==> src/rtl/lsu_port_arbiter.sv <==
// Shares one single-port data memory between the pipeline MEM stage (port A, priority)
// and the debug/boot loader (port B), with bounded B starvation and response timeout.
module lsu_port_arbiter #(
  parameter int unsigned STARVE_LIMIT = 4,
  parameter int unsigned TIMEOUT      = 16,
  parameter int unsigned CNT_W        = 5
) (
  input  logic        i_clk,
  input  logic        i_reset,
  input  logic        i_a_req,
  input  logic        i_a_wren,
  input  logic [31:0] i_a_addr,
  input  logic [31:0] i_a_wdata,
  input  logic [2:0]  i_a_size,
  output logic [31:0] o_a_rdata,
  output logic        o_a_done,
  output logic        o_a_err,
  output logic        o_a_stall,
  input  logic        i_b_req,
  input  logic        i_b_wren,
  input  logic [31:0] i_b_addr,
  input  logic [31:0] i_b_wdata,
  input  logic [2:0]  i_b_size,
  output logic [31:0] o_b_rdata,
  output logic        o_b_done,
  output logic        o_b_err,
  output logic        o_m_req,
  output logic        o_m_wren,
  output logic [31:0] o_m_addr,
  output logic [31:0] o_m_wdata,
  output logic [2:0]  o_m_size,
  input  logic        i_m_ready,
  input  logic        i_m_rvalid,
  input  logic [31:0] i_m_rdata
);

  localparam int unsigned SW = $clog2(STARVE_LIMIT + 1);
  localparam logic [SW-1:0]    STARVE_MAX = SW'(STARVE_LIMIT);
  localparam logic [CNT_W-1:0] TMO_MAX    = CNT_W'(TIMEOUT);
  localparam logic [31:0]      ERR_DATA   = 32'hDEAD_BEEF;

  typedef enum logic [1:0] {
    S_IDLE     = 2'd0,
    S_ISSUE    = 2'd1,
    S_WAIT_RSP = 2'd2,
    S_DONE     = 2'd3
  } state_e;

  state_e            state_q;
  logic [SW-1:0]     starve_cnt_q;
  logic [CNT_W-1:0]  tmo_cnt_q;
  logic              owner_b_q;
  logic              m_req_q;
  logic              m_wren_q;
  logic [31:0]       m_addr_q;
  logic [31:0]       m_wdata_q;
  logic [2:0]        m_size_q;
  logic [31:0]       a_rdata_q;
  logic [31:0]       b_rdata_q;
  logic              a_done_q;
  logic              b_done_q;
  logic              a_err_q;
  logic              b_err_q;

  logic              grant_b_d;
  logic [SW-1:0]     starve_inc_d;
  logic [CNT_W-1:0]  tmo_cnt_d;
  logic              finish_d;
  logic              capture_d;
  logic              err_d;
  logic [31:0]       rsp_data_d;

  // Arbitration decision and memory-response classification for the current cycle.
  always_comb begin
    grant_b_d    = 1'b0;
    starve_inc_d = starve_cnt_q;
    tmo_cnt_d    = tmo_cnt_q + 1'b1;
    finish_d     = 1'b0;
    capture_d    = 1'b0;
    err_d        = 1'b0;
    rsp_data_d   = i_m_rdata;

    if (i_b_req && (!i_a_req || (starve_cnt_q == STARVE_MAX))) begin
      grant_b_d = 1'b1;
    end else begin
      grant_b_d = 1'b0;
    end

    if (starve_cnt_q == STARVE_MAX) begin
      starve_inc_d = starve_cnt_q;
    end else begin
      starve_inc_d = starve_cnt_q + 1'b1;
    end

    case (state_q)
      S_ISSUE: begin
        // A read whose data arrives in the accept cycle skips WAIT_RSP entirely.
        if (i_m_ready && (m_wren_q || i_m_rvalid)) begin
          finish_d  = 1'b1;
          capture_d = !m_wren_q;
        end else begin
          finish_d  = 1'b0;
        end
      end
      S_WAIT_RSP: begin
        if (i_m_rvalid) begin
          finish_d  = 1'b1;
          capture_d = 1'b1;
        end else if (tmo_cnt_d >= TMO_MAX) begin
          finish_d   = 1'b1;
          capture_d  = 1'b1;
          err_d      = 1'b1;
          rsp_data_d = ERR_DATA;
        end else begin
          finish_d  = 1'b0;
        end
      end
      default: begin
        finish_d = 1'b0;
      end
    endcase
  end

  // Access sequencer: arbitration, latched request, response capture and done pulses.
  always_ff @(posedge i_clk) begin
    if (!i_reset) begin
      state_q      <= S_IDLE;
      starve_cnt_q <= '0;
      tmo_cnt_q    <= '0;
      owner_b_q    <= 1'b0;
      m_req_q      <= 1'b0;
      m_wren_q     <= 1'b0;
      m_addr_q     <= 32'h0000_0000;
      m_wdata_q    <= 32'h0000_0000;
      m_size_q     <= 3'd0;
      a_rdata_q    <= 32'h0000_0000;
      b_rdata_q    <= 32'h0000_0000;
      a_done_q     <= 1'b0;
      b_done_q     <= 1'b0;
      a_err_q      <= 1'b0;
      b_err_q      <= 1'b0;
    end else begin
      a_done_q <= 1'b0;
      b_done_q <= 1'b0;
      a_err_q  <= 1'b0;
      b_err_q  <= 1'b0;

      case (state_q)
        S_IDLE: begin
          if (i_a_req || i_b_req) begin
            owner_b_q <= grant_b_d;
            m_req_q   <= 1'b1;
            state_q   <= S_ISSUE;
            if (grant_b_d) begin
              m_wren_q     <= i_b_wren;
              m_addr_q     <= i_b_addr;
              m_wdata_q    <= i_b_wdata;
              m_size_q     <= i_b_size;
              starve_cnt_q <= '0;
            end else begin
              m_wren_q     <= i_a_wren;
              m_addr_q     <= i_a_addr;
              m_wdata_q    <= i_a_wdata;
              m_size_q     <= i_a_size;
              starve_cnt_q <= i_b_req ? starve_inc_d : '0;
            end
          end else begin
            starve_cnt_q <= '0;
          end
        end
        S_ISSUE: begin
          if (i_m_ready) begin
            m_req_q <= 1'b0;
            if (!finish_d) begin
              // Counter tracks cycles since accept, so the abort lands TIMEOUT cycles later.
              tmo_cnt_q <= {{(CNT_W-1){1'b0}}, 1'b1};
              state_q   <= S_WAIT_RSP;
            end else begin
              tmo_cnt_q <= tmo_cnt_q;
            end
          end else begin
            m_req_q <= 1'b1;
          end
        end
        S_WAIT_RSP: begin
          tmo_cnt_q <= tmo_cnt_d;
        end
        S_DONE: begin
          tmo_cnt_q <= '0;
          state_q   <= S_IDLE;
        end
        default: begin
          state_q <= S_IDLE;
        end
      endcase

      if (finish_d) begin
        state_q  <= S_DONE;
        a_done_q <= !owner_b_q;
        b_done_q <= owner_b_q;
        a_err_q  <= !owner_b_q && err_d;
        b_err_q  <= owner_b_q && err_d;
        if (capture_d && owner_b_q) begin
          b_rdata_q <= rsp_data_d;
        end else if (capture_d) begin
          a_rdata_q <= rsp_data_d;
        end
      end
    end
  end

  assign o_a_stall = i_a_req & ~a_done_q;
  assign o_a_rdata = a_rdata_q;
  assign o_a_done  = a_done_q;
  assign o_a_err   = a_err_q;
  assign o_b_rdata = b_rdata_q;
  assign o_b_done  = b_done_q;
  assign o_b_err   = b_err_q;
  assign o_m_req   = m_req_q;
  assign o_m_wren  = m_wren_q;
  assign o_m_addr  = m_addr_q;
  assign o_m_wdata = m_wdata_q;
  assign o_m_size  = m_size_q;

endmodule
==> config.mk <==
export PLATFORM = sky130hd
export DESIGN_NAME = lsu_port_arbiter
export DESIGN_NICKNAME = d
export VERILOG_FILES = /design/src/rtl/lsu_port_arbiter.sv
export SDC_FILE = /design/constraint.sdc
export NUM_CORES = 1
export LEC_CHECK = 0
export ABC_AREA = 1
export CORE_MARGIN = 5
export CORE_UTILIZATION = 46
export CTS_BUF_LIST = sky130_fd_sc_hd__clkbuf_8
export DETAILED_ROUTE_END_ITERATION = 7
export GPL_ROUTABILITY_DRIVEN = 0
export PLACE_DENSITY = 0.88
export SETUP_SLACK_MARGIN = 0.02
export SLEW_MARGIN = 0
export SYNTH_ARGS = -nofsm -noshare
export SYNTH_HDL_FRONTEND = slang
export SYNTH_SLANG_ARGS = --single-unit
==> constraint.sdc <==
create_clock -name i_clk -period 2.6 [get_ports i_clk]
set_clock_uncertainty 0.1 [all_clocks]
set_input_delay 0.78 -clock i_clk [delete_from_list [all_inputs] [get_ports i_clk]]
set_output_delay 0.78 -clock i_clk [all_outputs]
set_load 0.02 [all_outputs]
==> flow_summary.ini, run 1 <==
[global_routing]
grt_pass1_vias = 6701
grt_pass1_wl_um = 34300
antenna_found_initial = 0
grt_max_degree = 70
grt_overflow = 0
grt_usage = 0.264

[sta]
max_freq_mhz = 412
hold_viol_final = 0
finalCriticalPeriod_ns = 2.43
worstMarginPinSlew_ns = 0.420
maxSlewViolCount = 0
grt_setup_unrepaired = false
setup_viol = 0
setup_slack_ns = 0.174
setup-tns-final_ns = 0
fin_crit_sh = 0.933
slew_headroom = 0.717

[layout]
mostFrequentLayoutCells = clkdlybuf4s50_1 (309), nand2_1 (163), inv_1 (159), dfxtp_1 (148), nand3_1 (77)
nNetsFinal = 1376
area_delta_synth_final_pct = 57.5
antenna_cells = 0
design_area_um2 = 10300
layout-drive-gt1-share = 0.0770
layout_commonest_cell = clkdlybuf4s50_1
fill_cells = 1009

[clock_tree]
cts_sinks = 148
hold_buffers = 0
cts_tree = yes
insertion_delay_ns = 0.45
cts-root-buf = clkbuf_8
clk_path_buf_depth = 2
cts-htree-levels = 4
postCtsSetupRepairBufs = 0
clk_pin_slew_ns = 0.08
numCtsBuffers = 17

[placed_design]
preCtsSetupSlack_ns = -0.261
dpl_cell_area_um2 = 9920
io_buffer_count = 311
dpl.hpwl_um = 16400

[logic_synthesis]
synthArstFlopShare = 0
ys.flop_type = dfxtp_1
seq_area_frac_synth = 0.453
yosys-top-cells-area = dfxtp_1 (45%), nand2_1 (9.3%), inv_1 (9.1%)
synth_cell_types = 25
synth_top_area_share = 0.453
syn_area_um2 = 6550
ys_ff_latch = 148
synthCells = 901
synth_top_cell_by_area = dfxtp_1
synth_edf_count = 0
synth_area_per_cell_um2 = 7.27
syn_nets = 1082
synth_warnings = 0

[drt]
highest_layer = met4
routed_wl_um = 22200
dr_wl_met3_um = 1680
wl_met1_um = 8550
vias = 6901
ant_nets = 0
wl_per_cell_um = 16.0
first_pass_iters = 5
met2WireLength_um = 10800
viasPerCell = 4.97
route.detailed.drc = 0
drtIter0Drc = 387

[die]
ios = 312
die-area_um2 = 16700
initial_utilization = 0.470
die_x_um = 129
die_height_um = 129
core_area_um2 = 13900
num_rows = 43

[power_and_ir_drop]
swShare = 0.381
power_density_nw_per_um2 = 850
pwr-share-clk = 0.201
p_sw_w = 0.00333
ir_drop_mv = 0.619
combPwrFrac = 0.445
power_leakage_nw = 4.49
intPower_w = 0.00543
p_seq_frac = 0.355

[worst_setup_path]
setup.worst_path.start = i_a_req
reg2reg_depth = 10
critPathLaunchType = input port
worst_setup_path_end_kind = output port
arrival_ns = 1.55
cp-endpoint = o_a_stall
cp.depth = 4
crit_type = in -> out
cpLargestDelayFamily = buffers and inverters
timing.rr.end = o_a_rdata[4]
slowest_delay_ns = 0.45
path_max_fanout = 2
crit_path_cell_trace = clkdlybuf4s50_1 -> inv_1 -> nor2_1 -> clkbuf_2
crit_slowest_cell = clkdlybuf4s50_1
regToRegStartpoint = tmo_cnt_q[0]
r2r_setup_slack_ns = 0.42
worstPathRequired_ns = 1.72
path_buf_inv = 3

[hold_path]
hold_class = reg -> reg

[job]
cap_violations = 0

[status]
status = finished, final reports clean
==> worst reg2reg max path, stage by stage (launching register included) <==
cell and delay [ns]:
dfxtp_1 0.38, ha_1 0.23, nand3_1 0.09, nand2_1 0.08, nand3_2 0.10, or2_2 0.47
buf_4 0.25, nand2_2 0.07, nor2_1 0.05, a21oi_1 0.19, nor2_1 0.06
==> metrics by stage <==
step	power (W)	util	instances	hold slack, ns
finish	0.00876	0.740	1388	0.346
CTS	0.00881	0.740	1388	0.347
global placement	0.00694	0.712	1356	0.331
global route	0.00930	0.740	1388	0.361
detailed placement	0.00701	0.712	1356	0.335
floorplan	0.00515	-	901	0.348
==> metal layers <==
metal,up-vias,track usage
met5,-,0
met4,0,0.145
met3,67,0.0944
met2,242,0.434
met1,3122,0.299
li1,3470,-
==> sequential cells by signal, summed over array words and instances, names as in the netlist <==
signal	cells
o_m_addr	32
o_b_done	1
owner_b_q	1
state_q	2
o_m_wren	1
o_b_err	1
o_m_wdata	32
o_m_req	1
o_m_size	3
o_a_err	1
tmo_cnt_q	5
o_a_rdata	32
o_b_rdata	32
o_a_done	1
starve_cnt_q	3
==> Yosys cell counts, drive strengths merged, types with 2 or more instances <==
cell type and n:
nand2 191, nand3 80, nor2 45, nor3 4
dfxtp 148, clkbuf 32, ha 7, o21ai 55
a21oi 75, inv 160, nand4 2, buf 28
nand3b 2, o211ai 68
==> cells by family after synthesis <==
logic type,Yosys count,synth area share
XOR/XNOR,2,0.00268
AO/OA/AOI/OAI,199,0.179
adder cells (fa/ha/maj),7,0.0134
buffers and inverters,220,0.135
flip-flops,148,0.453
AND/OR/NAND/NOR,325,0.218
==> worst min-delay path by stage <==
stage                              from             to  slack [ns]  cells after the start
final                     o_b_rdata[23]  o_b_rdata[23]        0.35                      2
after CTS                 o_a_rdata[19]  o_a_rdata[19]        0.35                      2
after detailed placement  o_b_rdata[23]  o_b_rdata[23]        0.34                      2
after global placement    o_b_rdata[19]  o_b_rdata[19]        0.33                      2
after global routing      o_b_rdata[11]  o_b_rdata[11]        0.36                      2
after floorplan               owner_b_q       o_a_done        0.35                      1
==> power groups by stage <==
| stage | Sequential [W] | Clock, W | Combinational [W] |
|---|---|---|---|
| after floorplan | 0.00371 | 0 | 0.00144 |
| after global placement | 0.00312 | 0 | 0.00382 |
| after detailed placement | 0.00313 | 0 | 0.00388 |
| after CTS | 0.00310 | 0.00181 | 0.00390 |
| after global routing | 0.00317 | 0.00193 | 0.00421 |
| final | 0.00311 | 0.00176 | 0.00390 |
==> final cells by class <==
cell class,count,area [um2],share of cell area
Sequential cell,148,2960,0.287
Inverter,160,601,0.0583
Tap cell,180,225,0.0218
Timing Repair Buffer,335,3410,0.331
Clock buffer,17,234,0.0227
Multi-Input combinational cell,533,2720,0.264
Clock inverter,15,158,0.0153
==> timing repair <==
action | 4_1_cts | 5_1_grt
resized for setup | 2 | 1
hold endpoints to repair | 0 | 0
setup endpoints to repair | 1 | 1
(Power assumes the default switching activity.)
==> inputs of run 2 (changes only) <==
--- a/config.mk
+++ b/config.mk
@@ -12,7 +12,6 @@
 export DETAILED_ROUTE_END_ITERATION = 7
 export GPL_ROUTABILITY_DRIVEN = 0
 export PLACE_DENSITY = 0.88
-export SETUP_SLACK_MARGIN = 0.02
 export SLEW_MARGIN = 0
 export SYNTH_ARGS = -nofsm -noshare
 export SYNTH_HDL_FRONTEND = slang
==> run 2 against run 1 <==
Net effect:
- die area unchanged
- wire length hardly changed
- clock power is essentially flat
- setup slack got worse by 0.13 ns
- worst hold slack is the same
- core utilization hardly changed
- critical path depth is the same
- final area hardly changed
- sequential share of layout area is essentially flat
- non-clock buffer count did not move
==> flow_summary.ini, run 2 (synthesized netlist as in run 1, its figures left out) <==
[status]
status = finished, final reports clean

[sta]
fin_crit_sh = 0.984
setup_viol = 0
grt_setup_unrepaired = false
hold_viol_final = 0
maxSlewViolCount = 0
max_freq_mhz = 391
slew_headroom = 0.717
finalCriticalPeriod_ns = 2.56
setup-tns-final_ns = 0
setup_slack_ns = 0.0408
whs_ns = 0.346
worstMarginPinSlew_ns = 0.420

[clock_tree]
hold_buffers = 0
clk_pin_slew_ns = 0.08
cts_resized = 1
postCtsSetupRepairBufs = 0
insertion_delay_ns = 0.45
cts-root-buf = clkbuf_8
cts-htree-levels = 4
numCtsBuffers = 17
cts_sinks = 148
clk_path_buf_depth = 2
cts_tree = yes

[worst_setup_path]
setup.worst_path.start = i_a_req
regToRegStartpoint = tmo_cnt_q[0]
reg2reg_depth = 10
worstPathRequired_ns = 1.72
critPathLaunchType = input port
path_max_fanout = 2
crit_type = in -> out
worst_setup_path_end_kind = output port
arrival_ns = 1.68
cp-endpoint = o_a_stall
r2r_setup_slack_ns = 0.42
timing.rr.end = o_a_rdata[4]

[die]
ios = 312
die_x_um = 129
initial_utilization = 0.470
die-area_um2 = 16700
die_height_um = 129
num_rows = 43
core_area_um2 = 13900

[drt]
drtIter0Drc = 387
viasPerCell = 4.97
first_pass_iters = 5
vias = 6901
routed_wl_um = 22200
ant_nets = 0
route.detailed.drc = 0
wl_per_cell_um = 16.0

[global_routing]
grt_pass1_wl_um = 34300
grt_overflow = 0
grt_pass1_vias = 6701
grt_max_degree = 70
grt_usage = 0.264
antenna_found_initial = 0

[layout]
fin_cells = 1388
layout_commonest_cell = clkdlybuf4s50_1
design_area_um2 = 10300
layout-drive-gt1-share = 0.0762
antenna_cells = 0
mostFrequentLayoutCells = clkdlybuf4s50_1 (309), nand2_1 (163), inv_1 (159), dfxtp_1 (148), nand3_1 (77)
area_delta_synth_final_pct = 57.5
nNetsFinal = 1376

[job]
cap_violations = 0

[power_and_ir_drop]
power_leakage_nw = 4.49
power_density_nw_per_um2 = 850
ir_drop_mv = 0.619

[hold_path]
hp-start = o_b_rdata[23]
hold_class = reg -> reg

[placed_design]
dpl.hpwl_um = 16400
dpl_cell_area_um2 = 9920
preCtsSetupSlack_ns = -0.261
io_buffer_count = 311
dp.cells = 1356
## run 2: worst min path at each step
stage / end / slack [ns] / cells after the start
after global placement: o_b_rdata[19] / 0.33 / 2
after detailed placement: o_b_rdata[23] / 0.34 / 2
after floorplan: o_a_done / 0.35 / 1
after global routing: o_b_rdata[11] / 0.36 / 2
final: o_b_rdata[23] / 0.35 / 2
after CTS: o_a_rdata[19] / 0.35 / 2
## run 2: metrics by stage
step                      total power (W)   util
final                             0.00876  0.740
after global routing              0.00930  0.740
after CTS                         0.00881  0.740
after detailed placement          0.00701  0.712
after global placement            0.00694  0.712
after floorplan                   0.00515      -
## run 2: area by class of cell
| class | instances | area (um2) |
|---|---|---|
| clock inverters | 15 | 158 |
| well taps | 180 | 225 |
| clock buffers | 17 | 234 |
| multi-input cells | 533 | 2720 |
| flip-flops and latches | 148 | 2960 |
| repair buffers | 335 | 3420 |
| inverters | 160 | 601 |
| fillers | 1008 | 3620 |
## run 2: critical path: stages
cell and delay (ns):
clkdlybuf4s50_1 0.45, inv_1 0.06, nor2_1 0.08, clkdlybuf4s15_1 0.31
## run 2: report_power, final
part / leakage, nW / total (W) / switching, W / internal, W
sequential: 1.21 / 0.00311 / 0.000304 / 0.00280
clock: 0.165 / 0.00176 / 0.000908 / 0.000851
combinational: 3.11 / 0.00390 / 0.00212 / 0.00177
## run 2: routing by layer
layer / share of wire / routed length (um) / track usage / vias up
met5: 0 / 0 / 0 / -
met3: 0.076 / 1680 / 0.0944 / 67
li1: - / - / - / 3470
met2: 0.49 / 10800 / 0.434 / 242
met1: 0.39 / 8550 / 0.299 / 3122
met4: 0.051 / 1120 / 0.145 / 0
